===== config.mk =====
export PLATFORM = sky130hd
export DESIGN_NAME = timer_countdown
export DESIGN_NICKNAME = d
export VERILOG_FILES = /design/src/rtl/timer_countdown_pkg.sv /design/src/rtl/timer_countdown_bcd_digit_dec.sv /design/src/rtl/timer_countdown.sv
export SDC_FILE = /design/constraint.sdc
export NUM_CORES = 1
export LEC_CHECK = 0
export BUFFER_PORTS_ARGS = -buffer_cell sky130_fd_sc_hd__buf_4
export CORE_MARGIN = 8
export CORE_UTILIZATION = 35
export DETAILED_ROUTE_END_ITERATION = 8
export SLEW_MARGIN = 20
export SYNTH_ARGS = -nofsm -noshare
export SYNTH_HDL_FRONTEND = slang
export SYNTH_SLANG_ARGS = --single-unit

===== constraint.sdc =====
create_clock -name clock -period 3.25 [get_ports clock]
set_clock_uncertainty 0.2 [all_clocks]
set_input_delay 0.325 -clock clock [delete_from_list [all_inputs] [get_ports clock]]
set_output_delay 0.325 -clock clock [all_outputs]
set_load 0.01 [all_outputs]

===== src/rtl/timer_countdown_pkg.sv =====
// Shared encodings and constants for the MM:SS countdown timer.
package timer_countdown_pkg;

   typedef enum logic [1:0] {
      ST_IDLE  = 2'd0,
      ST_RUN   = 2'd1,
      ST_PAUSE = 2'd2,
      ST_DONE  = 2'd3
   } state_e;

   localparam logic [3:0] BCD_MAX = 4'd9;

   // Quick-add amount: 30 seconds as BCD tens/ones
   localparam logic [3:0] QUICK_ADD_TENS = 4'd3;
   localparam logic [3:0] QUICK_ADD_ONES = 4'd0;

   typedef struct packed {
      logic [3:0] min_tens;
      logic [3:0] min_ones;
      logic [3:0] sec_tens;
      logic [3:0] sec_ones;
   } bcd_time_t;

endpackage


===== src/rtl/timer_countdown_bcd_digit_dec.sv =====
// One BCD digit of the countdown borrow chain; wraps to `wrap` when borrowing from 0.
module bcd_digit_dec (
   input  logic [3:0] digit,
   input  logic       borrow_in,
   input  logic [3:0] wrap,
   output logic [3:0] digit_next,
   output logic       borrow_out
);

   always_comb begin
      borrow_out = borrow_in & (digit == 4'd0);
      digit_next = digit;
      if (borrow_in) digit_next = (digit == 4'd0) ? wrap : digit - 4'd1;
   end

endmodule


===== src/rtl/timer_countdown.sv =====
// MM:SS keypad-entry countdown timer with IDLE/RUN/PAUSE/DONE control.
// Optional TIMER_QUICK_ADD_EN: start adds 30 s in RUN, or loads 00:30 from an empty time.
module timer_countdown
   import timer_countdown_pkg::*;
#(
   parameter int SEC_TENS_MAX = 5,
   parameter int MIN_TENS_MAX = 9
) (
   input  logic       clock,
   input  logic       clearn,
   input  logic [3:0] D,
   input  logic       loadn,
   input  logic       pgt_1Hz,
   input  logic       startn,
   input  logic       stopn,
   input  logic       door_open,
   output logic [3:0] min_tens,
   output logic [3:0] min_ones,
   output logic [3:0] sec_tens,
   output logic [3:0] sec_ones,
   output logic       running,
   output logic       done
);

   localparam logic [3:0] ST_MAX = 4'(SEC_TENS_MAX);
   localparam logic [3:0] MT_MAX = 4'(MIN_TENS_MAX);

   state_e    state_q, state_d;
   bcd_time_t cnt_q, cnt_d, dec_cnt, shift_cnt;
   logic      running_q, running_d, done_q, done_d;
   logic      loadn_q, startn_q, stopn_q, tick_q;
   logic      digit_ev, start_ev, stop_ev, tick_ev;
   logic      cnt_zero, digit_ok;
   logic [3:0] brw;

   assign digit_ev = loadn_q & ~loadn;
   assign start_ev = startn_q & ~startn;
   assign stop_ev  = stopn_q & ~stopn;
   assign tick_ev  = ~tick_q & pgt_1Hz;

   assign cnt_zero  = (cnt_q == '0);
   assign digit_ok  = (D <= BCD_MAX);
   assign shift_cnt = {cnt_q.min_ones, cnt_q.sec_tens, cnt_q.sec_ones, D};

   bcd_digit_dec u_dec_so (.digit(cnt_q.sec_ones), .borrow_in(1'b1),  .wrap(BCD_MAX),
                           .digit_next(dec_cnt.sec_ones), .borrow_out(brw[0]));
   bcd_digit_dec u_dec_st (.digit(cnt_q.sec_tens), .borrow_in(brw[0]), .wrap(ST_MAX),
                           .digit_next(dec_cnt.sec_tens), .borrow_out(brw[1]));
   bcd_digit_dec u_dec_mo (.digit(cnt_q.min_ones), .borrow_in(brw[1]), .wrap(BCD_MAX),
                           .digit_next(dec_cnt.min_ones), .borrow_out(brw[2]));
   bcd_digit_dec u_dec_mt (.digit(cnt_q.min_tens), .borrow_in(brw[2]), .wrap(MT_MAX),
                           .digit_next(dec_cnt.min_tens), .borrow_out(brw[3]));

`ifdef TIMER_QUICK_ADD_EN
   localparam bcd_time_t QUICK_LOAD = '{4'd0, 4'd0, QUICK_ADD_TENS, QUICK_ADD_ONES};
   bcd_time_t  add_cnt;
   logic [4:0] so_sum, st_sum, mo_sum, mt_sum;
   logic       c0, c1, c2;

   // Ripple BCD add of 30 s; minutes overflow saturates the whole display
   always_comb begin
      so_sum = {1'b0, cnt_q.sec_ones} + {1'b0, QUICK_ADD_ONES};
      c0     = so_sum > {1'b0, BCD_MAX};
      st_sum = {1'b0, cnt_q.sec_tens} + {1'b0, QUICK_ADD_TENS} + {4'd0, c0};
      c1     = st_sum > {1'b0, ST_MAX};
      mo_sum = {1'b0, cnt_q.min_ones} + {4'd0, c1};
      c2     = mo_sum > {1'b0, BCD_MAX};
      mt_sum = {1'b0, cnt_q.min_tens} + {4'd0, c2};
      add_cnt.sec_ones = c0 ? 4'(so_sum - 5'd10) : so_sum[3:0];
      add_cnt.sec_tens = c1 ? 4'(st_sum - ({1'b0, ST_MAX} + 5'd1)) : st_sum[3:0];
      add_cnt.min_ones = c2 ? 4'd0 : mo_sum[3:0];
      add_cnt.min_tens = mt_sum[3:0];
      if (mt_sum > {1'b0, MT_MAX}) add_cnt = '{MT_MAX, BCD_MAX, ST_MAX, BCD_MAX};
   end
`endif

   // Events are tested in priority order; the first applicable one wins
   always_comb begin
      state_d = state_q;
      cnt_d   = cnt_q;
      case (state_q)
         ST_IDLE: begin
            if (stop_ev) cnt_d = '0;
            else if (start_ev && !door_open && !cnt_zero) state_d = ST_RUN;
`ifdef TIMER_QUICK_ADD_EN
            else if (start_ev && !door_open) begin
               cnt_d   = QUICK_LOAD;
               state_d = ST_RUN;
            end
`endif
            else if (digit_ev && digit_ok) cnt_d = shift_cnt;
         end
         ST_RUN: begin
            if (stop_ev || door_open) state_d = ST_PAUSE;
`ifdef TIMER_QUICK_ADD_EN
            else if (start_ev) cnt_d = add_cnt;
`endif
            else if (tick_ev) begin
               // brw[3] means the count was already 0000: hold at zero
               if (!brw[3]) cnt_d = dec_cnt;
               if (brw[3] || dec_cnt == '0) state_d = ST_DONE;
            end
         end
         ST_PAUSE: begin
            if (stop_ev) begin
               state_d = ST_IDLE;
               cnt_d   = '0;
            end else if (start_ev && !door_open) state_d = ST_RUN;
         end
         ST_DONE: begin
            if (stop_ev) begin
               state_d = ST_IDLE;
               cnt_d   = '0;
            end
`ifdef TIMER_QUICK_ADD_EN
            else if (start_ev && !door_open) begin
               cnt_d   = QUICK_LOAD;
               state_d = ST_RUN;
            end
`endif
            else if (digit_ev) begin
               state_d = ST_IDLE;
               if (digit_ok) cnt_d = shift_cnt;
            end
         end
         default: state_d = ST_IDLE;
      endcase
      running_d = (state_d == ST_RUN);
      done_d    = (state_d == ST_DONE);
   end

   always_ff @(posedge clock or negedge clearn) begin
      if (!clearn) begin
         state_q   <= ST_IDLE;
         cnt_q     <= '0;
         running_q <= 1'b0;
         done_q    <= 1'b0;
         loadn_q   <= 1'b1;
         startn_q  <= 1'b1;
         stopn_q   <= 1'b1;
         tick_q    <= 1'b0;
      end else begin
         state_q   <= state_d;
         cnt_q     <= cnt_d;
         running_q <= running_d;
         done_q    <= done_d;
         loadn_q   <= loadn;
         startn_q  <= startn;
         stopn_q   <= stopn;
         tick_q    <= pgt_1Hz;
      end
   end

   assign min_tens = cnt_q.min_tens;
   assign min_ones = cnt_q.min_ones;
   assign sec_tens = cnt_q.sec_tens;
   assign sec_ones = cnt_q.sec_ones;
   assign running  = running_q;
   assign done     = done_q;

endmodule


==> impl_results.md <==
- Layer carrying the most global-route usage: met2
- Global-route met3 utilization: 2.70%
- Total of buffers placed on input and output ports: 28
- Cell Area, Placed: 1940 um2
- Core region area: 4660 um2
- Final Wtd Congestion: 0.848
- Clock Power Share: 10.9%
- Hold wc startpoint: D[2]
- Worst hold-check path type: input pin to flop
- Global routing met2 resource utilization: 19.7%
- Comb power frac: 61.8%
- Post-route standard cell area excluding fillers: 2040 um2
- TritonCTS Buffers: 3
- Post-DP HPWL: 3530 um
- Met1 capacity usage during global routing: 19.3%
- Largest vdd supply drop: 358 uV
- Pin slew with the least headroom to its limit: 1000 ps
- Seq/Total Area, Yosys: 36.1%
- Critical register-to-register path endpoint: sec_ones[3]
- Overall die width: 85.2 um
- Hold-critical path depth: 3
- Layout overhead on the synthesized area: 22.0%
- Die height: 85.2 um
- Remaining routing DRC violations: 0
- Post-cts repair resize count: 0
- Sequential share of power: 27.2%
- Initial DRC Count: 150
- Switching fraction of total power: 49.1%
- Ratio of cells with drive above 1 in the final layout: 23.3%
- Count leader, synth: dfrtp_1
- Number of buffers added to fix hold violations after cts: 5
- Post-route fraction of the period consumed by the critical path: 88.0%
- # setup viols final: 0
- Post-Syn Area: 1680 um2
- Highest net fanout along the worst path: 12
- Via count of the first global-routing pass: 1,604
- Total Neg Setup Slack: 0 ps
- Final period demand of the worst path: 2860 ps
- Data required, critical path: 3200 ps
- Synth Flop Type: dfrtp_1
- Vias: 1,604
- Power per cell area: 933 nW/um2
- Master cell of the clock root buffer: clkbuf_8
- Internal power: 0.970 mW
- Number of cell instances on the worst register-to-register path: 5
- Diodes inserted: 0
- Wire length of the first global-routing pass: 8030 um
- Number of enable flip-flop cells after synthesis: 0
- CTS Sinks: 24
- Crit Reg-Reg Startpoint: sec_ones[1]
- Hold EP: sec_ones[2]
- Type of element launching the critical path: input pin
- Iteration count of the initial detailed-routing pass: 4
- Total number of nets in the final design: 235
- CTS tree: done
- Multi-input gate area in the final layout: 955 um2
- Unrepaired setup endpoints after global routing: no
- Post-synthesis register bit count: 24
- Deepest level of the CTS H-tree: 1
- Number of cells produced by synthesis: 188
- Routed wirelength normalized by instance count: 17.9 um
- Via/cell ratio: 5.88
- Max Slew Vio Count: 0
- Leakage power figure: 0.843 nW
- Data arrival time of the critical path: 2810 ps
- Max frequency: 0.350 GHz
- Status: completed
- Row cnt: 25
- Effective utilization at floorplan: 35.9%
- Number of antenna violations at the first check in global routing: 0
- Latest clock arrival within the worst-skew pair: 270 ps
- Die Footprint: 7260 um2
- Number of routed nets with antenna violations: 0
- Cell type contributing the most total cell area after synthesis: dfrtp_1
- Worst-path clk slew: 90 ps
- Max_slew headroom: 33.1%
- Total gr overflow: 0
- Synthesis warning total: 0
- Final Hold Vio Count: 0
- Setup fix buffers added after clock tree synthesis: 0
- Max-cap viol count: 0
- Largest net degree at the start of global routing: 25
- Net switching power of the design: 0.937 mW
- Library cells used by synthesis: 50
- Setup slack of the worst register-to-register path: 530 ps
- Deepest clock path buffer count: 2
- Proportion of netlist area held by the largest area contributor: 31.4%
- Total wirelength of the detailed-routed design: 4880 um
- Classification of the worst setup path: input pin to flop
- I/O pin cnt: 29
- Synth async-reset ratio: 100%
- Register area: 604 um2
- Leading cell types by total area after synthesis: dfrtp_1 (31%), dfstp_2 (4.7%), inv_1 (4.3%)
- Crit path capture type: flop
- GRT Overall Usage: 13.6%
- FILL cells: 463
- Synthesized Nets: 203
- Synthesized area divided by synthesized cell count: 8.91 um2
- Top post-synthesis cells by count: dfrtp_1 (21), inv_1 (19), o21ai_0 (12)
## critical path, cell delays in order
cell	delay (ps)
dlygate4sd3_1	530
buf_4	140
nor3b_1	360
and3_1	250
a21boi_1	820
o32ai_2	210
a21boi_1	170
## power groups by stage
stage	sequential (mW)	clock [mW]	combinational (mW)
6_report	0.520	0.208	1.18
5_1_grt	0.537	0.228	1.29
4_1_cts	0.520	0.215	1.17
3_5_place_dp	0.526	0	1.15
3_3_place_gp	0.524	0	1.16
2_1_floorplan	0.524	0	0.785
## metal layers
metal / vias up / wire (um)
li1: 788 / -
met1: 771 / 2400
met2: 38 / 2180
met3: 7 / 235
met4: 0 / 64
met5: - / 0
## cells by family (layout without fill, tap and decap cells)
group                      Yosys count  in the layout  synth area share, %
AOI/OAI and AO/OA                   77             77                 33.8
and+or+nand+nor                     51             51                 18.4
buffers and inverters               29             60                 6.95
DFF                                 24             24                 36.1
adders and majority gates            4              4                 2.99
muxes                                3              3                 1.79
## through the flow
stage               total power, mW  hold WS (ps)  setup slack (ps)  utilization, %  std cells
floorplan                      1.31          -171               888               -        188
global placement               1.68          50.5               518            41.6        264
detailed placement             1.68          48.6               525            41.6        264
CTS                            1.91           178               419            43.8        273
global route                   2.06           180               260            43.8        273
finish                         1.91           179               390            43.8        273
## worst max path at each step
stage                      from     endpoint  slack [ps]  depth (start not counted)
floorplan            state_q[0]  sec_tens[0]         890                          7
global placement    sec_ones[1]  sec_tens[2]         520                          5
detailed placement  sec_ones[1]  sec_ones[1]         520                          5
CTS                      startn         done         420                          7
global route             startn         done         260                          7
finish                   startn         done         390                          7
## layout make-up
type | count | share of cell area [%]
inverter | 19 | 3.49
tap | 54 | 3.31
sequential | 24 | 29.6
timing repair buffer | 37 | 14.2
clock buffer | 4 | 2.69
multi-input combinational | 135 | 46.7
## placed cells by master (no fill, tap or decap), types with 3 or more instances in the layout
| master | n |
|---|---|
| a211oi_1 | 9 |
| a21oi_1 | 7 |
| a22oi_1 | 8 |
| a32oi_1 | 5 |
| buf_4 | 32 |
| clkbuf_8 | 4 |
| dfrtp_1 | 21 |
| dfstp_2 | 3 |
| dlygate4sd3_1 | 5 |
| ha_1 | 4 |
| inv_1 | 19 |
| mux2i_1 | 3 |
| nand2_1 | 8 |
| nand2b_1 | 4 |
| nand3_1 | 3 |
| nor2_1 | 9 |
| nor3_1 | 6 |
| nor4_1 | 4 |
| o2111ai_1 | 4 |
| o21ai_0 | 12 |
| o22ai_1 | 9 |
| o2bb2ai_1 | 4 |
| or3_1 | 3 |
## state kept, by name, summed over array words and instances (netlist names)
| name | cells |
|---|---|
| min_ones | 4 |
| state_q | 2 |
| sec_tens | 4 |
| running | 1 |
| sec_ones | 4 |
| done | 1 |
| min_tens | 4 |
| tick_q | 1 |
| stopn_q | 1 |
| startn_q | 1 |
| loadn_q | 1 |
Note: power is estimated with default switching activity, not from simulation.
